<file path="src/rtl/fetch_pc_unit.sv">
// Small synchronous FIFO with flush; flush overrides push and pop in the same cycle.
// Latency: a pushed entry is visible at the head after the push edge.
// Backpressure: the caller must not push when full or pop when empty.
module fetch_fifo #(
    parameter int W     = 96,
    parameter int DEPTH = 2,
    parameter int CW    = $clog2(DEPTH + 1)
) (
    input  logic          clk,
    input  logic          rst_n,
    input  logic          flush,
    input  logic          push,
    input  logic [W-1:0]  push_dat,
    input  logic          pop,
    output logic [W-1:0]  head_dat,
    output logic [CW-1:0] count
);
    localparam int AW = (DEPTH > 1) ? $clog2(DEPTH) : 1;

    logic [W-1:0]  mem [DEPTH];
    logic [AW-1:0] rd_ptr;
    logic [AW-1:0] wr_ptr;

    always_ff @(posedge clk or negedge rst_n) begin
        if (!rst_n) begin
            for (int i = 0; i < DEPTH; i++) mem[i] <= '0;
            rd_ptr <= '0;
            wr_ptr <= '0;
            count  <= '0;
        end else if (flush) begin
            rd_ptr <= '0;
            wr_ptr <= '0;
            count  <= '0;
        end else begin
            if (push) begin
                mem[wr_ptr] <= push_dat;
                wr_ptr      <= (wr_ptr == AW'(DEPTH - 1)) ? '0 : wr_ptr + AW'(1);
            end
            if (pop)
                rd_ptr <= (rd_ptr == AW'(DEPTH - 1)) ? '0 : rd_ptr + AW'(1);
            count <= count + CW'(push) - CW'(pop);
        end
    end

    assign head_dat = mem[rd_ptr];
endmodule

// PC register and single-outstanding instruction fetch feeding a 2-entry decode buffer.
// Latency: request accepted -> rvalid -> insn_valid after that edge; 1 insn per 2 cycles at best.
// Backpressure: no new request while the buffer holds 2 entries; insn_ready pops the head.
module fetch_pc_unit #(
    parameter int              XLEN     = 64,
    parameter logic [XLEN-1:0] RESET_PC = '0
) (
    input  logic            clk,
    input  logic            rst_n,
    input  logic            br_valid,
    input  logic            pc_alu_sel,
    input  logic [XLEN-1:0] alu_target,
    output logic            imem_req,
    output logic [XLEN-1:0] imem_addr,
    input  logic            imem_ready,
    input  logic            imem_rvalid,
    input  logic [31:0]     imem_rdata,
    output logic            insn_valid,
    output logic [31:0]     insn,
    output logic [XLEN-1:0] insn_pc,
    input  logic            insn_ready
);
    typedef enum logic [1:0] {IDLE, REQ, WAIT, DROP} state_t;

    typedef struct packed {
        logic [31:0]     insn;
        logic [XLEN-1:0] pc;
    } ent_t;

    state_t          state;
    logic [XLEN-1:0] pc;
    logic [XLEN-1:0] req_pc;
    logic [1:0]      count;
    logic            redirect;
    logic            fire;
    logic            push;
    logic            pop;
    ent_t            push_ent;
    ent_t            head_ent;

    assign redirect = br_valid & pc_alu_sel;
    assign imem_req = (state == REQ) & (count < 2'd2) & ~redirect;
    assign imem_addr = pc;
    assign fire     = imem_req & imem_ready;
    // Responses for a flushed request land in DROP, never here, so only WAIT pushes.
    assign push     = (state == WAIT) & imem_rvalid & ~redirect;
    assign pop      = insn_valid & insn_ready;
    assign push_ent = '{insn: imem_rdata, pc: req_pc};

    always_ff @(posedge clk or negedge rst_n) begin
        if (!rst_n) begin
            state  <= IDLE;
            pc     <= RESET_PC;
            req_pc <= '0;
        end else begin
            if (redirect) begin
                pc <= alu_target & ~XLEN'(3);
            end else if (fire) begin
                pc     <= pc + XLEN'(4);
                req_pc <= pc;
            end
            case (state)
                IDLE:    state <= REQ;
                REQ:     if (fire) state <= WAIT;
                WAIT:    if (imem_rvalid) state <= REQ;
                         else if (redirect) state <= DROP;
                DROP:    if (imem_rvalid) state <= REQ;
                default: state <= IDLE;
            endcase
        end
    end

    fetch_fifo #(.W($bits(ent_t)), .DEPTH(2)) u_buf (
        .clk      (clk),
        .rst_n    (rst_n),
        .flush    (redirect),
        .push     (push),
        .push_dat (push_ent),
        .pop      (pop),
        .head_dat (head_ent),
        .count    (count)
    );

    assign insn_valid = (count != 2'd0);
    assign insn       = head_ent.insn;
    assign insn_pc    = head_ent.pc;
endmodule
</file>
<file path="config.mk">
export PLATFORM = sky130hd
export DESIGN_NAME = fetch_pc_unit
export DESIGN_NICKNAME = d
export VERILOG_FILES = /design/src/rtl/fetch_pc_unit.sv
export SDC_FILE = /design/constraint.sdc
export NUM_CORES = 1
export LEC_CHECK = 0
export CORE_UTILIZATION = 35
export CTS_CLUSTER_SIZE = 14
export DETAILED_ROUTE_END_ITERATION = 8
export GPL_TIMING_DRIVEN = 0
export HOLD_SLACK_MARGIN = 0.12
export PLACE_DENSITY = 0.6
export SKIP_LAST_GASP = 1
export SYNTH_ARGS = -nofsm -noshare
export SYNTH_HDL_FRONTEND = slang
export SYNTH_HIERARCHICAL = 1
export SYNTH_SLANG_ARGS = --single-unit
</file>
<file path="constraint.sdc">
create_clock -name clk -period 3 [get_ports clk]
set_input_delay 0.45 -clock clk [delete_from_list [all_inputs] [get_ports clk]]
set_output_delay 0.45 -clock clk [all_outputs]
set_load 0.01 [all_outputs]
</file>
# Yosys cells after proc, flatten, opt, wreduce, memory -nomap -nowiden
# Cells that the tools add are included.
[totals] word_cells=62 out_inout_bits=162 in_bits=103 reg_bits=326
[classes] n_eq_ne=6 n_reduce_logical=9 muxes=20 magnitude_cmp=4 bitwise_logic=10 addsub=5
[ops] op="96-bit 2-to-1 mux" count=4
[ops] op="192-bit bitwise mux" count=1
[ops] op="64-bit 2-to-1 mux" count=2
[ops] op="96-bit demux with 1-bit select" count=1
[ops] op="64-bit by 3-bit adder with 64-bit output, second input constant" count=1
[ops] op="2-bit 2-to-1 mux" count=5
[ops] op="2-bit case mux with 4 select lines" count=1
[ops] op="2-bit nonzero test" count=4
[ops] op="1-bit bitwise AND" count=7
[ops] op="1-bit 2-to-1 mux" count=6
[ops] op="2-bit == test, second input constant" count=2
[ops] op="2-bit greater-or-equal comparator, second input constant" count=2
[ops] op="2-bit != test, second input constant" count=2
[ops] op="1-bit NOT with 2-bit output" count=2
[ops] op="2-bit AND reduction" count=2
[ops] op="3-bit != test, second input constant" count=1
[ops] op="3-bit AND reduction" count=1
[ops] op="1-bit adder, second input constant" count=2
[ops] op="2-bit by 1-bit adder with 2-bit output" count=1
[ops] op="2-bit by 1-bit == test with 1-bit output, second input constant" count=1
[ops] op="2-bit logical NOT" count=1
[ops] op="2-bit by 1-bit less-than comparator with 1-bit output, second input constant" count=1
[ops] op="2-bit less-than comparator, second input constant" count=1
[ops] op="2-bit by 1-bit subtractor with 2-bit output" count=1
[ops] op="2 further kinds" count=2

# Logic depth before layout (Yosys ltp)
[depth] word_depth=6 ltp_mapped=10 mapped_depth_nobuf=9

# Cells and area by module
# The synthesis kept the hierarchy.
[modules_own_cells] module="fetch_fifo" area_each_um2=8428.1 seq_area_each_um2=4904.7 cells_each=528 instances=1
[modules_own_cells] module="fetch_pc_unit" area_each_um2=6478.7 seq_area_each_um2=3153.0 cells_each=763 instances=1

# Worst setup path before layout
# No wires, ideal clock.
[synth_path] kind="input-to-reg" start="in br_valid" end="reg u_buf/mem[55] (netlist bit)" arrival_time_ns=2.591 t_required_ns=2.875 path_slack_ns=0.284 stages=9 n_path_buf=5 setup_ns=0.125 path_cell_list="nand2_1 -> inv_2 -> clkbuf_1 -> clkbuf_1 -> buf_1 -> nand3b_1 -> buf_2 -> buf_4 -> mux2_2"
[synth_via] elab_chain_cells=4
[synth_lines] element="start: declaration" line_no="57" text="input logic br_valid,"
[synth_lines] element="1-bit bitwise AND (*)" line_no="88" text="assign redirect = br_valid & pc_alu_sel;"
[synth_lines] element="named net redirect" line_no="81" text="logic redirect;"
[synth_lines] element="1-bit NOT (no source line) (*)"
[synth_lines] element="1-bit bitwise AND" line_no="93" text="assign push = (state == WAIT) & imem_rvalid & ~redirect;"
[synth_lines] element="2-bit AND reduction (no source line) (*)"
[synth_lines] element="end signal: indexed assignment" line_no="36" text="mem[wr_ptr] <= push_dat;"
[synth_lines] element="end: declaration" line_no="20" text="logic [W-1:0] mem [DEPTH];"
# The timed path passes the listed nets; every way through them passes the cells marked *.
# A chain may end at the register's enable or synchronous reset.

# Worst setup path after layout
[layout_path] start="in br_valid" end="out imem_req"
[layout_via] elab_chain_cells=3
[layout_lines] element="1-bit bitwise AND" line_no="88"
[layout_lines] element="named net redirect" line_no="81"
[layout_lines] element="1-bit NOT (no source line)"
[layout_lines] element="1-bit bitwise AND" line_no="89" text="assign imem_req = (state == REQ) & (count < 2'd2) & ~redirect;"
[layout_lines] element="end: declaration" line_no="60" text="output logic imem_req,"
# The timed path passes the listed nets, and every way through them passes these cells.

==> metrics.txt <==
hold path depth 2; Critical Path AT around 2.5 ns; worst hold path class reg -> reg; die width ~210 um; synth top area cells dfrtp_1 (54%), mux2_2 (22%), nand2_1 (6.1%); crit path cell chain clkdlybuf4s50_1 > nand2_4 > inv_4 > buf_4 > clkbuf_8 > buf_6 > nor2_1 > clkdlybuf4s50_1; RR Startpoint imem_addr[37]; GRT overflow 0; LEAKAGE just under 9 nW; Pins Over Slew Limit 0; routed wl met3 ~3400 um; Post-Syn Area about 15000 sq um; Crit Path Class in -> out; commonest non-fill, non-tap cell in the layout dfrtp_1; Layout fillers about 3800; Vias/cell ~5.4; met2 WL 23000 um; ys flop type dfrtp_1; CP Max Fanout 15; Post-synth EDFFs 0; Slew headroom approximately 28%; cell mode on critical path clkdlybuf4s50_1; clock sinks approximately 320; Final Cell Area between 15000 and 20000 sq um; f_max 345 MHz; CP bufs+invs 6; post-synth cell types 60; Synth async-reset ratio between 90% and 100%; share of layout cells above drive strength 1 25.8%; core footprint approximately 42000 sq um; status finished clean; pwr dens 849 nW/um^2; port bufs 260; Synth area leader dfrtp_1; Worst VDD drop between 0.3 and 0.4 mV; Required @ worst endpoint about 2.6 ns; total track usage between 20% and 30%; DIE AREA 43400 sq um; final net count ~1700; period utilization 96.5%; clk_lat worst skew around 0.55 ns; die height roughly 210 um; FF+latch count, synth about 320; Setup crit end kind output port; Ys Warns 6; Max-cap violations 0; Place WS -1.82 ns; Longest Clk Path Bufs 3; post-route ant nets 0; final setup fails 0; maximum level of the CTS H-tree 2; met1 WL between 20000 and 25000 um; router iterations before antenna repair 5; most frequent cells in the layout dfrtp_1 (322), mux2_2 (289), clkdlybuf4s50_1 (259); DRC 0; min Tclk post-route 2.90 ns; post-route setup slack just over 0.1 ns; min-delay src req_pc[56]; largest net degree at the start of global routing between 100 and 150; io pins 265; Max Clock Skew 0.0263 ns; hold slack between 0.4 and 0.5 ns; DP Wirelength 35200 um; placement row count between 70 and 80; Final Hold Vio Count 0; vias in the first global route 11939; worst setup path start br_valid; Worst Tran Pin Value around 1.1 ns; DR iter-0 viols 787; r2r worst-path depth 6; CTS tree built; Top Layer Used met4; CTS buffer count 37; Routed WL per cell about 22 um; CP delay by family, top buffers and inverters; clock root cell clkbuf_16; routed wire length approximately 50000 um; syn avg cell area approximately 12 sq um; Antenna Diode Count 0; via count 11589; P&R area growth vs syn 31.7%; setup_tns 0 ns; Max stage delay on crit path approximately 0.57 ns; RSZ-0062 raised after global routing no; GP Congestion between 0.8 and 0.9; Initial Util between 30% and 40%; Yosys top cell area share a little over half; Cells after Synth ~1300; post-synthesis sequential area ratio a little over half; post-layout util between 40 and 50%; startpoint class of the critical path input pin; placed instance area between 15000 and 20000 sq um; initial antenna violation count 0; first-pass GRT wire length around 74000 um; critical path's slowest cell clkdlybuf4s50_1; CP Depth 8; clock-pin slew on the worst setup and hold paths roughly 0.05 ns
## routing by layer
metal	vias to the layer above	GRT usage [%]
met3	69	4.53
met2	416	36.4
met1	5828	29.9
met4	0	6.74
li1	5276	-
met5	-	0
## cell families after synthesis
| group | synth area share, % |
|---|---|
| AOI/OAI and AO/OA | 5.64 |
| xor gates and xnor gates | 0.386 |
| adders and majority gates | 0.504 |
| buffers and inverters | 2.41 |
| DFF | 54.1 |
| muxes | 22.0 |
| other | 0.0252 |
| and+or+nand+nor | 14.9 |
## stage by stage
stage	std cells	total power [mW]
after floorplan	1296	9.22
after global placement	2095	12.0
after detailed placement	2097	12.1
after CTS	2165	16.8
after global routing	2165	17.6
final	2165	16.7
## sequential cells by signal, indices dropped and copies added (netlist names)
signal        cells
u_buf/mem       192
u_buf/wr_ptr      1
u_buf/count       2
imem_addr        62
req_pc           62
u_buf/rd_ptr      1
state             2
## layout make-up
cell class / count / area (sq um) / area share [%]
sequential: 322 / 8060 / 41.0
multi-input combinational: 895 / 6540 / 33.3
timing repair buffer: 267 / 2700 / 13.8
clock buffer: 56 / 1140 / 5.81
tap: 539 / 674 / 3.44
buffer: 67 / 372 / 1.89
clock inverter: 9 / 101 / 0.516
inverter: 10 / 40.0 / 0.204
## timing repair
item                                    4_1_cts  5_1_grt
endpoints found under the setup margin      304      119
resized for setup                            24       12
endpoints found under the hold margin       117        0
buffers inserted                              2        2
hold buffers                                  1        0
pin swaps                                     1        0
## cell usage after synthesis, types with 3 or more instances
| cell type | n |
|---|---|
| inv_1 | 9 |
| dfrtp_1 | 322 |
| nand4_1 | 31 |
| and4_1 | 6 |
| a31o_2 | 3 |
| nand3_1 | 49 |
| ha_1 | 6 |
| a22oi_1 | 9 |
| xnor2_1 | 3 |
| clkbuf_1 | 36 |
| or4_1 | 13 |
| a21o_1 | 4 |
| a31oi_1 | 22 |
| buf_1 | 5 |
| o311ai_0 | 10 |
| o31ai_1 | 9 |
| mux2i_1 | 3 |
| buf_4 | 11 |
| buf_2 | 16 |
| nand2_1 | 242 |
| nor4_1 | 9 |
| a21oi_1 | 6 |
| or3_1 | 17 |
| nor3_1 | 12 |
| and3_1 | 12 |
| nor2_1 | 46 |
| o21ai_0 | 23 |
| mux2_2 | 289 |
| and2_1 | 4 |
| or2_2 | 3 |
| o211ai_1 | 21 |
| nand3b_1 | 4 |
## worst min-delay path, cell delays in order, from the launching register on
cell	delay, ns
dfrtp_1	0.35
nand2_1	0.06
nand2_1	0.06
## report_power, final
| group | total (mW) | internal (mW) | switching [mW] |
|---|---|---|---|
| clock | 4.60 | 2.79 | 1.82 |
| combinational | 5.46 | 2.92 | 2.54 |
| sequential | 6.60 | 5.60 | 1.00 |
## path summary, 6_finish.rpt
| check | end | slack (ns) |
|---|---|---|
| hold / removal | req_pc[56] | 0.49 |
| max in group asynchronous | u_buf/mem[122] | 1.24 |
| hold reg to reg | req_pc[56] | 0.49 |
| setup reg to reg | imem_addr[44] | 0.19 |
| min in group asynchronous | u_buf/mem[163] | 0.59 |
| setup / recovery | imem_req | 0.10 |
Power figures use the tool's default switching activity.
